**src/rtl/simple_bus_ram_arbiter.sv**
```systemverilog
// -----------------------------------------------------------------------------
// simple_bus_ram_arbiter
//
// Shares one single-port SimpleBus RAM slave between two masters
// (m0 = iBus, m1 = dBus). Single-beat round-robin arbitration, with the grant
// locked on the current master while the slave stalls. Reads push the issuing
// master's ID into an in-order FIFO, and each RAM read response pops the head
// to route the (broadcast) read data back to its issuer.
//
// Ports
//   io_mainClk, resetCtrl_systemReset_n   clock / async active-low reset
//   io_mN_cmd_*   (N=0,1)  master command channel (valid/ready + payload)
//   io_mN_rsp_*            master read response (valid + data)
//   io_s_cmd_*             slave command channel (muxed from granted master)
//   io_s_rsp_*             slave read response (valid + data)
//   io_rspOrphan           sticky flag: response arrived with no read pending
// -----------------------------------------------------------------------------
module simple_bus_ram_arbiter #(
  parameter int PEND_DEPTH = 2,
  parameter int ADDR_W     = 32
) (
  input  logic              io_mainClk,
  input  logic              resetCtrl_systemReset_n,
  // master 0 (iBus)
  input  logic              io_m0_cmd_valid,
  output logic              io_m0_cmd_ready,
  input  logic              io_m0_cmd_payload_write,
  input  logic [ADDR_W-1:0] io_m0_cmd_payload_address,
  input  logic [31:0]       io_m0_cmd_payload_data,
  input  logic [3:0]        io_m0_cmd_payload_mask,
  output logic              io_m0_rsp_valid,
  output logic [31:0]       io_m0_rsp_payload_data,
  // master 1 (dBus)
  input  logic              io_m1_cmd_valid,
  output logic              io_m1_cmd_ready,
  input  logic              io_m1_cmd_payload_write,
  input  logic [ADDR_W-1:0] io_m1_cmd_payload_address,
  input  logic [31:0]       io_m1_cmd_payload_data,
  input  logic [3:0]        io_m1_cmd_payload_mask,
  output logic              io_m1_rsp_valid,
  output logic [31:0]       io_m1_rsp_payload_data,
  // RAM slave
  output logic              io_s_cmd_valid,
  input  logic              io_s_cmd_ready,
  output logic              io_s_cmd_payload_write,
  output logic [ADDR_W-1:0] io_s_cmd_payload_address,
  output logic [31:0]       io_s_cmd_payload_data,
  output logic [3:0]        io_s_cmd_payload_mask,
  input  logic              io_s_rsp_valid,
  input  logic [31:0]       io_s_rsp_payload_data,
  // status
  output logic              io_rspOrphan
);

  localparam int PTR_W = (PEND_DEPTH > 1) ? $clog2(PEND_DEPTH) : 1;
  localparam int CNT_W = $clog2(PEND_DEPTH) + 1;
  localparam logic [CNT_W-1:0] DEPTH = CNT_W'(PEND_DEPTH);

  logic             rr_last_q, rr_last_d;
  logic             locked_q, locked_d;
  logic             lock_id_q, lock_id_d;
  logic [PTR_W-1:0] wr_ptr_q, wr_ptr_d;
  logic [PTR_W-1:0] rd_ptr_q, rd_ptr_d;
  logic [CNT_W-1:0] count_q, count_d;
  logic             orphan_q, orphan_d;
  logic             id_mem_q [PEND_DEPTH];

  logic elig0, elig1;
  logic gnt_valid, gnt_id;
  logic fire, push, pop, head_id, fifo_empty;

  // A read is only eligible while the ID FIFO has room, judged on the count
  // before this cycle's pop; writes never need a FIFO slot.
  assign fifo_empty = (count_q == '0);
  assign elig0 = io_m0_cmd_valid && (io_m0_cmd_payload_write || (count_q < DEPTH));
  assign elig1 = io_m1_cmd_valid && (io_m1_cmd_payload_write || (count_q < DEPTH));

  // NOTE: every signal driven in always_comb gets a default first, so no
  // path leaves it unassigned and no latch is inferred.
  always_comb begin
    gnt_valid = 1'b0;
    gnt_id    = 1'b0;
    if (locked_q) begin
      // Slave stalled last cycle: hold the grant until the command fires.
      gnt_valid = 1'b1;
      gnt_id    = lock_id_q;
    end else if (elig0 && elig1) begin
      gnt_valid = 1'b1;
      gnt_id    = ~rr_last_q;
    end else if (elig0) begin
      gnt_valid = 1'b1;
      gnt_id    = 1'b0;
    end else if (elig1) begin
      gnt_valid = 1'b1;
      gnt_id    = 1'b1;
    end
  end

  // Payload follows the granted master (m0 when nothing is granted).
  assign io_s_cmd_valid           = gnt_valid && (gnt_id ? elig1 : elig0);
  assign io_s_cmd_payload_write   = gnt_id ? io_m1_cmd_payload_write   : io_m0_cmd_payload_write;
  assign io_s_cmd_payload_address = gnt_id ? io_m1_cmd_payload_address : io_m0_cmd_payload_address;
  assign io_s_cmd_payload_data    = gnt_id ? io_m1_cmd_payload_data    : io_m0_cmd_payload_data;
  assign io_s_cmd_payload_mask    = gnt_id ? io_m1_cmd_payload_mask    : io_m0_cmd_payload_mask;

  assign io_m0_cmd_ready = gnt_valid && !gnt_id && elig0 && io_s_cmd_ready;
  assign io_m1_cmd_ready = gnt_valid &&  gnt_id && elig1 && io_s_cmd_ready;

  assign fire    = io_s_cmd_valid && io_s_cmd_ready;
  assign push    = fire && !io_s_cmd_payload_write;
  assign pop     = io_s_rsp_valid && !fifo_empty;
  assign head_id = id_mem_q[rd_ptr_q];

  // Response path is purely combinational: RAM data is broadcast, the FIFO
  // head selects which master sees valid.
  assign io_m0_rsp_valid        = pop && !head_id;
  assign io_m1_rsp_valid        = pop &&  head_id;
  assign io_m0_rsp_payload_data = io_s_rsp_payload_data;
  assign io_m1_rsp_payload_data = io_s_rsp_payload_data;
  assign io_rspOrphan           = orphan_q;

  always_comb begin
    rr_last_d = rr_last_q;
    locked_d  = locked_q;
    lock_id_d = lock_id_q;
    wr_ptr_d  = wr_ptr_q;
    rd_ptr_d  = rd_ptr_q;
    count_d   = count_q;
    orphan_d  = orphan_q;

    if (fire) begin
      rr_last_d = gnt_id;
      locked_d  = 1'b0;
    end else if (io_s_cmd_valid) begin
      locked_d  = 1'b1;
      lock_id_d = gnt_id;
    end

    // Power-of-two depth: pointer increment wraps naturally.
    if (push) wr_ptr_d = wr_ptr_q + 1'b1;
    if (pop)  rd_ptr_d = rd_ptr_q + 1'b1;

    if (push && !pop)      count_d = count_q + 1'b1;
    else if (pop && !push) count_d = count_q - 1'b1;

    if (io_s_rsp_valid && fifo_empty) orphan_d = 1'b1;
  end

  always_ff @(posedge io_mainClk or negedge resetCtrl_systemReset_n) begin
    if (!resetCtrl_systemReset_n) begin
      rr_last_q <= 1'b1;
      locked_q  <= 1'b0;
      lock_id_q <= 1'b0;
      wr_ptr_q  <= '0;
      rd_ptr_q  <= '0;
      count_q   <= '0;
      orphan_q  <= 1'b0;
    end else begin
      rr_last_q <= rr_last_d;
      locked_q  <= locked_d;
      lock_id_q <= lock_id_d;
      wr_ptr_q  <= wr_ptr_d;
      rd_ptr_q  <= rd_ptr_d;
      count_q   <= count_d;
      orphan_q  <= orphan_d;
    end
  end

  // NOTE: the ID storage has no reset; an entry is only read after it was
  // written, because count gates every pop.
  always_ff @(posedge io_mainClk) begin
    if (push) id_mem_q[wr_ptr_q] <= gnt_id;
  end

endmodule

```
**config.mk**
```make
export PLATFORM = sky130hd
export DESIGN_NAME = simple_bus_ram_arbiter
export DESIGN_NICKNAME = d
export VERILOG_FILES = /design/src/rtl/simple_bus_ram_arbiter.sv
export SDC_FILE = /design/constraint.sdc
export NUM_CORES = 1
export LEC_CHECK = 0
export BUFFER_PORTS_ARGS = -buffer_cell sky130_fd_sc_hd__buf_2
export CAP_MARGIN = 20
export CORE_AREA = 2 2 123 125
export DETAILED_ROUTE_END_ITERATION = 7
export DIE_AREA = 0 0 125 127
export PLACE_DENSITY = 0.5
export SLEW_MARGIN = 10
export SYNTH_ARGS = -nofsm -noshare
export SYNTH_HDL_FRONTEND = slang
export SYNTH_SLANG_ARGS = --single-unit
```
**constraint.sdc**
```tcl
create_clock -name io_mainClk -period 3.7 [get_ports io_mainClk]
set_input_delay 1.11 -clock io_mainClk [delete_from_list [all_inputs] [get_ports io_mainClk]]
set_output_delay 1.11 -clock io_mainClk [all_outputs]
set_load 0.03 [all_outputs]
```
## Yosys cells after proc, flatten, opt, wreduce, memory -nomap -nowiden

Memory sizes are Yosys's and may differ from the RTL's.
Index checks and enable logic that the tools add are counted.

- Equal/unequal tests: 0
- Reduce and logical (&&, ||, !) cells: 30
- Bitwise operators: 2
- Mux-type cells: 18
- Shift operators: 0
- Divide/modulo/power cells: 0
- Magnitude comparators: 1
- Multiply operators: 0
- Add/sub/neg operators: 4

Operator list:

| kind | count |
|---|---|
| $mux 32 | 2 |
| $logic_and 1x1->1 | 18 |
| $mux 1 | 13 |
| $logic_not 1->1 | 6 |
| $mux 2 | 2 |
| $mux 4 | 1 |
| $reduce_bool 2->1 | 2 |
| $add 1x1->1 const B | 2 |
| $add 2x1->2 const B | 1 |
| $logic_not 2->1 | 1 |
| $logic_or 1x1->1 | 2 |
| $lt 2x2->1 const B | 1 |
| $not 1->1 | 2 |
| $reduce_and 2->1 | 1 |
| $sub 2x1->2 const B | 1 |

- Memories: 1
- Output and inout bits: 139
- Input port bits: 176
- Memory bits (read-only): 0
- Bits in writable memories: 2
- Register bits: 8
- Bits in latches: 0

Memories:

| memory | depth | width | read ports | clocked after Yosys merged registers in | wr ports | line | text |
|---|---|---|---|---|---|---|---|
| id_mem_q | 2 | 1 | 1 | 0 | 1 | 66 | `logic id_mem_q [PEND_DEPTH];` |

## Depth between registers and ports, before layout

Gate-level depths: netlist (run 1).

- Word-level depth: 15
- Mapped depth: 10
- Gate-level depth less buffers: 9

## Worst setup path before layout (run 1)

OpenSTA, ideal clock, no wires.

- Path kind: input to output
- Start: in io_m0_cmd_payload_write
- End: out io_m1_cmd_ready
- Arrival: 2720 ps
- Stages: 6
- Buffers on the path: 2
- Required time: 2590 ps
- Slack: -130 ps
- Path through: nand2b_2 > and3_4 > o31a_1 > buf_6 > buf_2 > nor3_1

- Word-level cells in the longest chain between the ends: 8
- Elaborated cells between the ends (all ways): 12
- Classes of those cells: 6 x mux; 6 x reduce/logical

RTL lines:

| element | line | text |
|---|---|---|
| start, declared | 27 | `input logic io_m0_cmd_payload_write,` |
| $logic_or 1x1->1 (*) | 75 | `assign elig0 = io_m0_cmd_valid && (io_m0_cmd_payload_write \|\| (count_q < DEPTH));` |
| $logic_and 1x1->1 (*) | 75 |  |
| $mux 1 or $logic_and 1x1->1 (tied branches) | 90, 87 |  |
| $mux 1 | 87 | `end else if (elig0 && elig1) begin` |
| $mux 1 | 83 | `if (locked_q) begin` |
| $logic_and 1x1->1 (*) (3 in series) | 107 | `assign io_m1_cmd_ready = gnt_valid && gnt_id && elig1 && io_s_cmd_ready;` |
| end, declared | 35 | `output logic io_m1_cmd_ready,` |

Mark *: on every way between the ends. The rest lies on a longest branch, timed or not.

## Final worst setup path (run 1)

- Start: in io_m0_cmd_payload_write
- End: out io_s_cmd_payload_address[17]

- Word-level cells in the longest chain between the ends: 6
- Elaborated cells between the ends (all ways): 7
- Classes of those cells: 4 x mux; 3 x reduce/logical

RTL lines:

| element | line | text |
|---|---|---|
| $logic_or 1x1->1 (*) | 75 |  |
| $logic_and 1x1->1 (*) | 75 |  |
| $mux 1 or $logic_and 1x1->1 (tied branches) | 90, 87 |  |
| $mux 1 (*) | 87 |  |
| $mux 1 (*) | 83 |  |
| $mux 32 (*) | 102 | `assign io_s_cmd_payload_address = gnt_id ? io_m1_cmd_payload_address : io_m0_cmd_payload_address;` |
| end, declared | 46 | `output logic [ADDR_W-1:0] io_s_cmd_payload_address,` |

Marks and branches as above.

==> results of run 1 <==
==> path summary, 6_finish.rpt <==
path / startpoint / end / slack (ns) / cells after the start
max: io_m0_cmd_payload_write / io_s_cmd_payload_address[17] / 0.07 / 9
min: io_rspOrphan / io_rspOrphan / 0.44 / 1
max reg2reg: count_q[1] / count_q[1] / 1.38 / 9
min reg2reg: io_rspOrphan / io_rspOrphan / 0.44 / 1
max in group asynchronous: resetCtrl_systemReset_n / rr_last_q / 2.74 / 1
min in group asynchronous: resetCtrl_systemReset_n / io_rspOrphan / 0.71 / 1
==> report_power, final <==
| part | switching [uW] | internal [uW] |
|---|---|---|
| clock | 52.1 | 144 |
| sequential | 41.5 | 161 |
| combinational | 1650 | 814 |
==> stage by stage <==
stage	TNS, ns	total power (uW)
2_1_floorplan	0	1968
3_3_place_gp	-0.008008	2466
3_5_place_dp	-0.04027	2456
4_1_cts	0	2675
5_1_grt	-0.03024	3099
6_report	0	2866
==> synth_stat cells, drive strengths merged (2+ instances only) <==
cell type	instances
inv	5
nor2	5
edfxtp	2
nand3	3
buf	79
a21oi	2
and3	2
nand2b	2
dfrtp	7
xor2	2
xnor2	3
nand2	209
o21ai	6
==> metal layers <==
metal | part of all wire, % | wire (um)
met5 | 0 | 0
met4 | 2.4 | 210
met3 | 14 | 1227
met2 | 47 | 4097
met1 | 37 | 3266
==> what timing repair did <==
| action | in CTS | in global routing |
|---|---|---|
| endpoints found under the setup margin | 2 | 69 |
| setup buffers | 0 | 1 |
| pin swaps | 0 | 1 |
| hold buffers | 0 | 0 |
| gates cloned | 0 | 3 |
| resized for setup | 3 | 16 |
==> placed cells by master, fill, tap and decap left out, types with 2 or more instances in the layout <==
cell,synthesis,layout
a21oi_1,2,2
nand3_1,3,3
xor2_1,2,2
dfrtp_1,7,7
nand2_1,209,208
buf_2,6,211
inv_1,4,4
clkbuf_4,0,3
edfxtp_1,2,2
buf_6,6,3
buf_4,67,7
buf_12,0,2
xnor2_1,3,3
o21ai_0,6,5
clkbuf_16,0,6
nor2_1,5,5
==> sequential cells by signal (all words and copies together), names as in the netlist <==
signal	cells
count_q	2
id_mem_q	2
io_rspOrphan	1
lock_id_q	1
locked_q	1
rd_ptr_q	1
rr_last_q	1
wr_ptr_q	1
==> worst max-delay path: stages <==
cell       delay (ns)
buf_2            0.11
nand2b_2         0.17
and3_4           0.18
o31a_4           0.34
clkinv_8         0.11
clkbuf_16        0.17
nand2_1          0.05
nand2_1          0.07
buf_2            0.19
==> final cells by class <==
type	count	area, sq um
well taps	184	230.2
multi-input cells	247	1060
repair buffers	230	1308
inverters	5	31.28
fillers	1693	11450
flip-flops and latches	10	261.5
clock buffers	4	78.83
==> logic make-up after synthesis <==
group	synth area share, %
AOI/OAI and AO/OA	5.254
xor gates and xnor gates	2.270
adders and majority gates	0.6484
buffers and inverters	32.36
DFF	13.55
muxes	0.5188
and+or+nand+nor	45.40
==> flow_metrics.tcl, run 1 <==
set metrics [dict create \
    antenna_cells 0 \
    antenna_found_initial 0 \
    grt.met2_usage_pct 15.82 \
    cts.sink_count 10 \
    cts_tree "done" \
    drive_gt1_share_pct 48.59 \
    ys_seq_area_share_pct 13.55 \
    syn_area_per_cell_sq_um 5.658 \
    die_area_sq_um 15880 \
    synth_area_sq_um 1929 \
    startpoint_type "input port" \
    hold_class "reg2reg" \
    critPathCaptureType "output pin" \
    crit_required_ns 2.59 \
    routedWlPerCell_um 12.94 \
    fin_nets 674 \
    busiest_layer "met2" \
    place_inst 672 \
    port_buffers 218 \
    final_area_sq_um 2969 \
    synth_top_area_share_pct 40.66 \
    grt_pass1_vias 2283 \
    drc 0 \
    grt_max_degree 73 \
    avgViaCountPerCell 3.781 \
    start_util_pct 13.38 \
    fmax_ghz 0.2752 \
    path_class "in2out" \
    status "completed" \
    finalCriticalPeriod_ns 3.633 \
    dr.first_iter.drc_count 79 \
    grt_util_met3_pct 3.978 \
    synth_area_leader_cell "nand2_1" \
    die_w_um 125 \
    worst_slack_ns 0.06693 \
    power_density_nw_per_um2 965.2 \
    finClkSkew_ns 0.005850 \
    syn_inst 341 \
    setup_viol 0 \
    area_growth_pct 53.89 \
    worstMarginPinSlew_ns 0.5104 \
    yosys_most_used_dff "dfrtp_1" \
    rows 44 \
    numCtsBuffers 3 \
    synth_edf_count 2 \
    dp_hpwl_um 6728 \
    post_dp_cell_area_sq_um 2754 \
    synth_cell_types 32 \
    clockBufferDepth 2 \
    place_ws_ns -0.03322 \
    grt_overflow 0 \
    slew_violations 0 \
    die_h_um 127 \
    syn-num-nets 518 \
    async_flop_share_pct 80.00 \
    period_share_pct 98.19 \
    stdcell_count 680 \
    worstPathArrival_ns 2.52 \
    drt-total-wl_um 8801 \
    ys_ff_latch 10 \
    track_usage_pct 8.955 \
    cts-root-buf "clkbuf_16" \
    clk_pin_slew_ns 0.04 \
    core-area_sq_um 14420 \
    finish.utilization_pct 20.58 \
    crit_fanout 14 \
    maxSlewHeadroom_pct 65.62 \
    hold_viol 0 \
    max-cap-violations 0 \
    place_congestion 0.7497 \
    io_pins 315 \
    vias 2571 \
    total_leakage_power_uw 0.001880 \
    drtAntennaViolNets 0 \
    grt_pass1_wl_um 11410 \
    clk_latency_ns 0.24 \
    hold-worst-slack_ns 0.4441 \
    ir_drop_mv 0.3148 \
    ys_warn_count 0 \
    cts_max_level 1 \
    synth.area.top_cells "nand2_1 (41%), buf_4 (26%), dfrtp_1 (9.1%)" \
    first_pass_iters 4 \
    use_met1_pct 9.640 \
]
No activity file was read; power rests on OpenSTA's default activity.
==> run 2: changes to the inputs <==
--- a/config.mk
+++ b/config.mk
@@ -8,8 +8,10 @@
 export BUFFER_PORTS_ARGS = -buffer_cell sky130_fd_sc_hd__buf_2
 export CAP_MARGIN = 20
 export CORE_AREA = 2 2 123 125
+export CTS_CLUSTER_SIZE = 8
 export DETAILED_ROUTE_END_ITERATION = 7
 export DIE_AREA = 0 0 125 127
+export HOLD_SLACK_MARGIN = 0.05
 export PLACE_DENSITY = 0.5
 export SLEW_MARGIN = 10
 export SYNTH_ARGS = -nofsm -noshare
==> constraint.sdc (replaced) <==
create_clock -name io_mainClk -period 3.6 [get_ports io_mainClk]
set_input_delay 1.08 -clock io_mainClk [delete_from_list [all_inputs] [get_ports io_mainClk]]
set_output_delay 1.08 -clock io_mainClk [all_outputs]
set_load 0.03 [all_outputs]
==> flow_metrics.tcl, run 2 (same netlist as run 1, synthesis figures left out) <==
set metrics [dict create \
    status "completed" \
    routedWlPerCell_um 13.18 \
    worstPathArrival_ns 2.44 \
    hold_end "io_rspOrphan" \
    ir_drop_mv 0.3825 \
    place_ws_ns -0.07497 \
    antenna_found_initial 0 \
    die_area_sq_um 15880 \
    r2r_setup_slack_ns 1.30 \
    drc 0 \
    first_pass_iters 4 \
    power_density_nw_per_um2 1009 \
    track_usage_pct 8.971 \
    period_share_pct 97.90 \
    worst_slack_ns 0.07568 \
    cpLargestDelayFamily "buffers and inverters" \
    numCtsBuffers 3 \
    grt_max_degree 73 \
    port_buffers 218 \
    maxSlewHeadroom_pct 65.79 \
    path_class "in2out" \
    core-area_sq_um 14420 \
    setup_tns_ns 0 \
    top_regs "count_q: 2 flops, id_mem_q: 2 flops" \
    die_h_um 127 \
    cts.sink_count 10 \
    finClkSkew_ns 0.0005025 \
    min_from "io_rspOrphan" \
    cts_hold_buf 0 \
    dr.first_iter.drc_count 106 \
    start_util_pct 13.38 \
    r2r_start "count_q[1]" \
    total_leakage_power_uw 0.001927 \
    grt_overflow 0 \
    slew_violations 0 \
    path_cells "buf_2 -> nand2b_4 -> and3_4 -> o31a_4 -> clkinv_8 -> clkbuf_16 -> nand2_1 -> nand2_1 -> buf_2" \
    layout_common_cells "nand2_1 (207), buf_2 (173), buf_4 (30), clkbuf_4 (15)" \
    cp_num_buf_inv 4 \
    final_common_cell "nand2_1" \
    hold_viol 0 \
    critical-path-slowest-cell "o31a_4" \
    vias 2608 \
    final_area_sq_um 3104 \
    r2r_end "count_q[1]" \
    post_dp_cell_area_sq_um 2761 \
    io_pins 315 \
    hold-worst-slack_ns 0.4454 \
    worstMarginPinSlew_ns 0.5079 \
    finalCriticalPeriod_ns 3.524 \
    die_w_um 125 \
    finish.utilization_pct 21.52 \
    reg2reg_depth 10 \
    startpoint_type "input port" \
    hold_class "reg2reg" \
    clk_pin_slew_ns 0.04 \
    clk_latency_ns 0.24 \
    rsz0062_at_grt "false" \
    area_growth_pct 60.90 \
    fin_nets 675 \
    grt_pass1_wl_um 11490 \
    antenna_cells 0 \
    clockBufferDepth 2 \
    grt_pass1_vias 2315 \
    crit_fanout 14 \
    max-cap-violations 0 \
    drt-total-wl_um 8975 \
    rows 44 \
    place_congestion 0.7465 \
    avgViaCountPerCell 3.830 \
    crit_path_max_incr_delay_ns 0.34 \
    cts_max_level 1 \
    crit_required_ns 2.52 \
    cts-root-buf "clkbuf_16" \
    critPathCaptureType "output pin" \
    setup_viol 0 \
    drive_gt1_share_pct 49.09 \
    dp_hpwl_um 6619 \
    drtAntennaViolNets 0 \
    min_path_cells 1 \
    cts_tree "done" \
    fmax_ghz 0.2837 \
]
## run 2: final cells by class
cell class              instances  area, sq um
fillers                      1673        11320
repair buffers                231         1425
multi-input cells             247         1067
flip-flops and latches         10        261.5
well taps                     184        230.2
clock buffers                   4        88.84
inverters                       5        31.28
## run 2: worst max path at each step
| stage | startpoint | to | depth (start not counted) |
|---|---|---|---|
| finish | io_m0_cmd_payload_write | io_s_cmd_payload_mask[0] | 9 |
| global placement | io_m0_cmd_payload_write | io_s_cmd_payload_data[8] | 9 |
| floorplan | io_m0_cmd_payload_write | io_m1_cmd_ready | 6 |
| global route | io_m0_cmd_payload_write | io_s_cmd_payload_write | 9 |
| CTS | io_m0_cmd_payload_write | io_s_cmd_payload_address[5] | 8 |
| detailed placement | io_m0_cmd_payload_write | io_s_cmd_payload_data[8] | 9 |
## run 2: timing repair
item                                    CTS  global route
setup buffers                             0             0
endpoints found under the hold margin     0             0
cloned                                    0             4
endpoints found under the setup margin   45            71
pin swaps                                 0             1
gates resized for setup                   8            75
## run 2: stage by stage
stage          instances  power, uW
6_report             681       3132
4_1_cts              677       2786
3_5_place_dp         673       2522
2_1_floorplan        341       2022
5_1_grt              681       3365
3_3_place_gp         673       2537
## run 2: worst reg2reg max path, delay by kind of cell, from the launching register on
family	cells	cell delay [ns]
flip-flops	1	0.44
adder cells (fa/ha/maj)	1	0.21
XOR/XNOR	2	0.30
AND/OR/NAND/NOR	3	0.33
buffers and inverters	2	0.32
AO/OA/AOI/OAI	2	0.62
## run 2: power breakdown
group	switching [uW]	total [uW]	internal [uW]	leakage, uW
clock	52.7	220	167	0.0000442
combinational	1740	2700	967	0.00178
sequential	44.6	210	166	0.000106
total	1830	3130	1300	0.00193
## run 2: routing by layer
layer	wire length, um	track usage (%)	vias to the layer above
met3	1106	3.811	13
met4	148	2.418	0
met1	3359	9.686	1087
met2	4360	16.14	217
li1	-	-	1291
met5	0	0	-
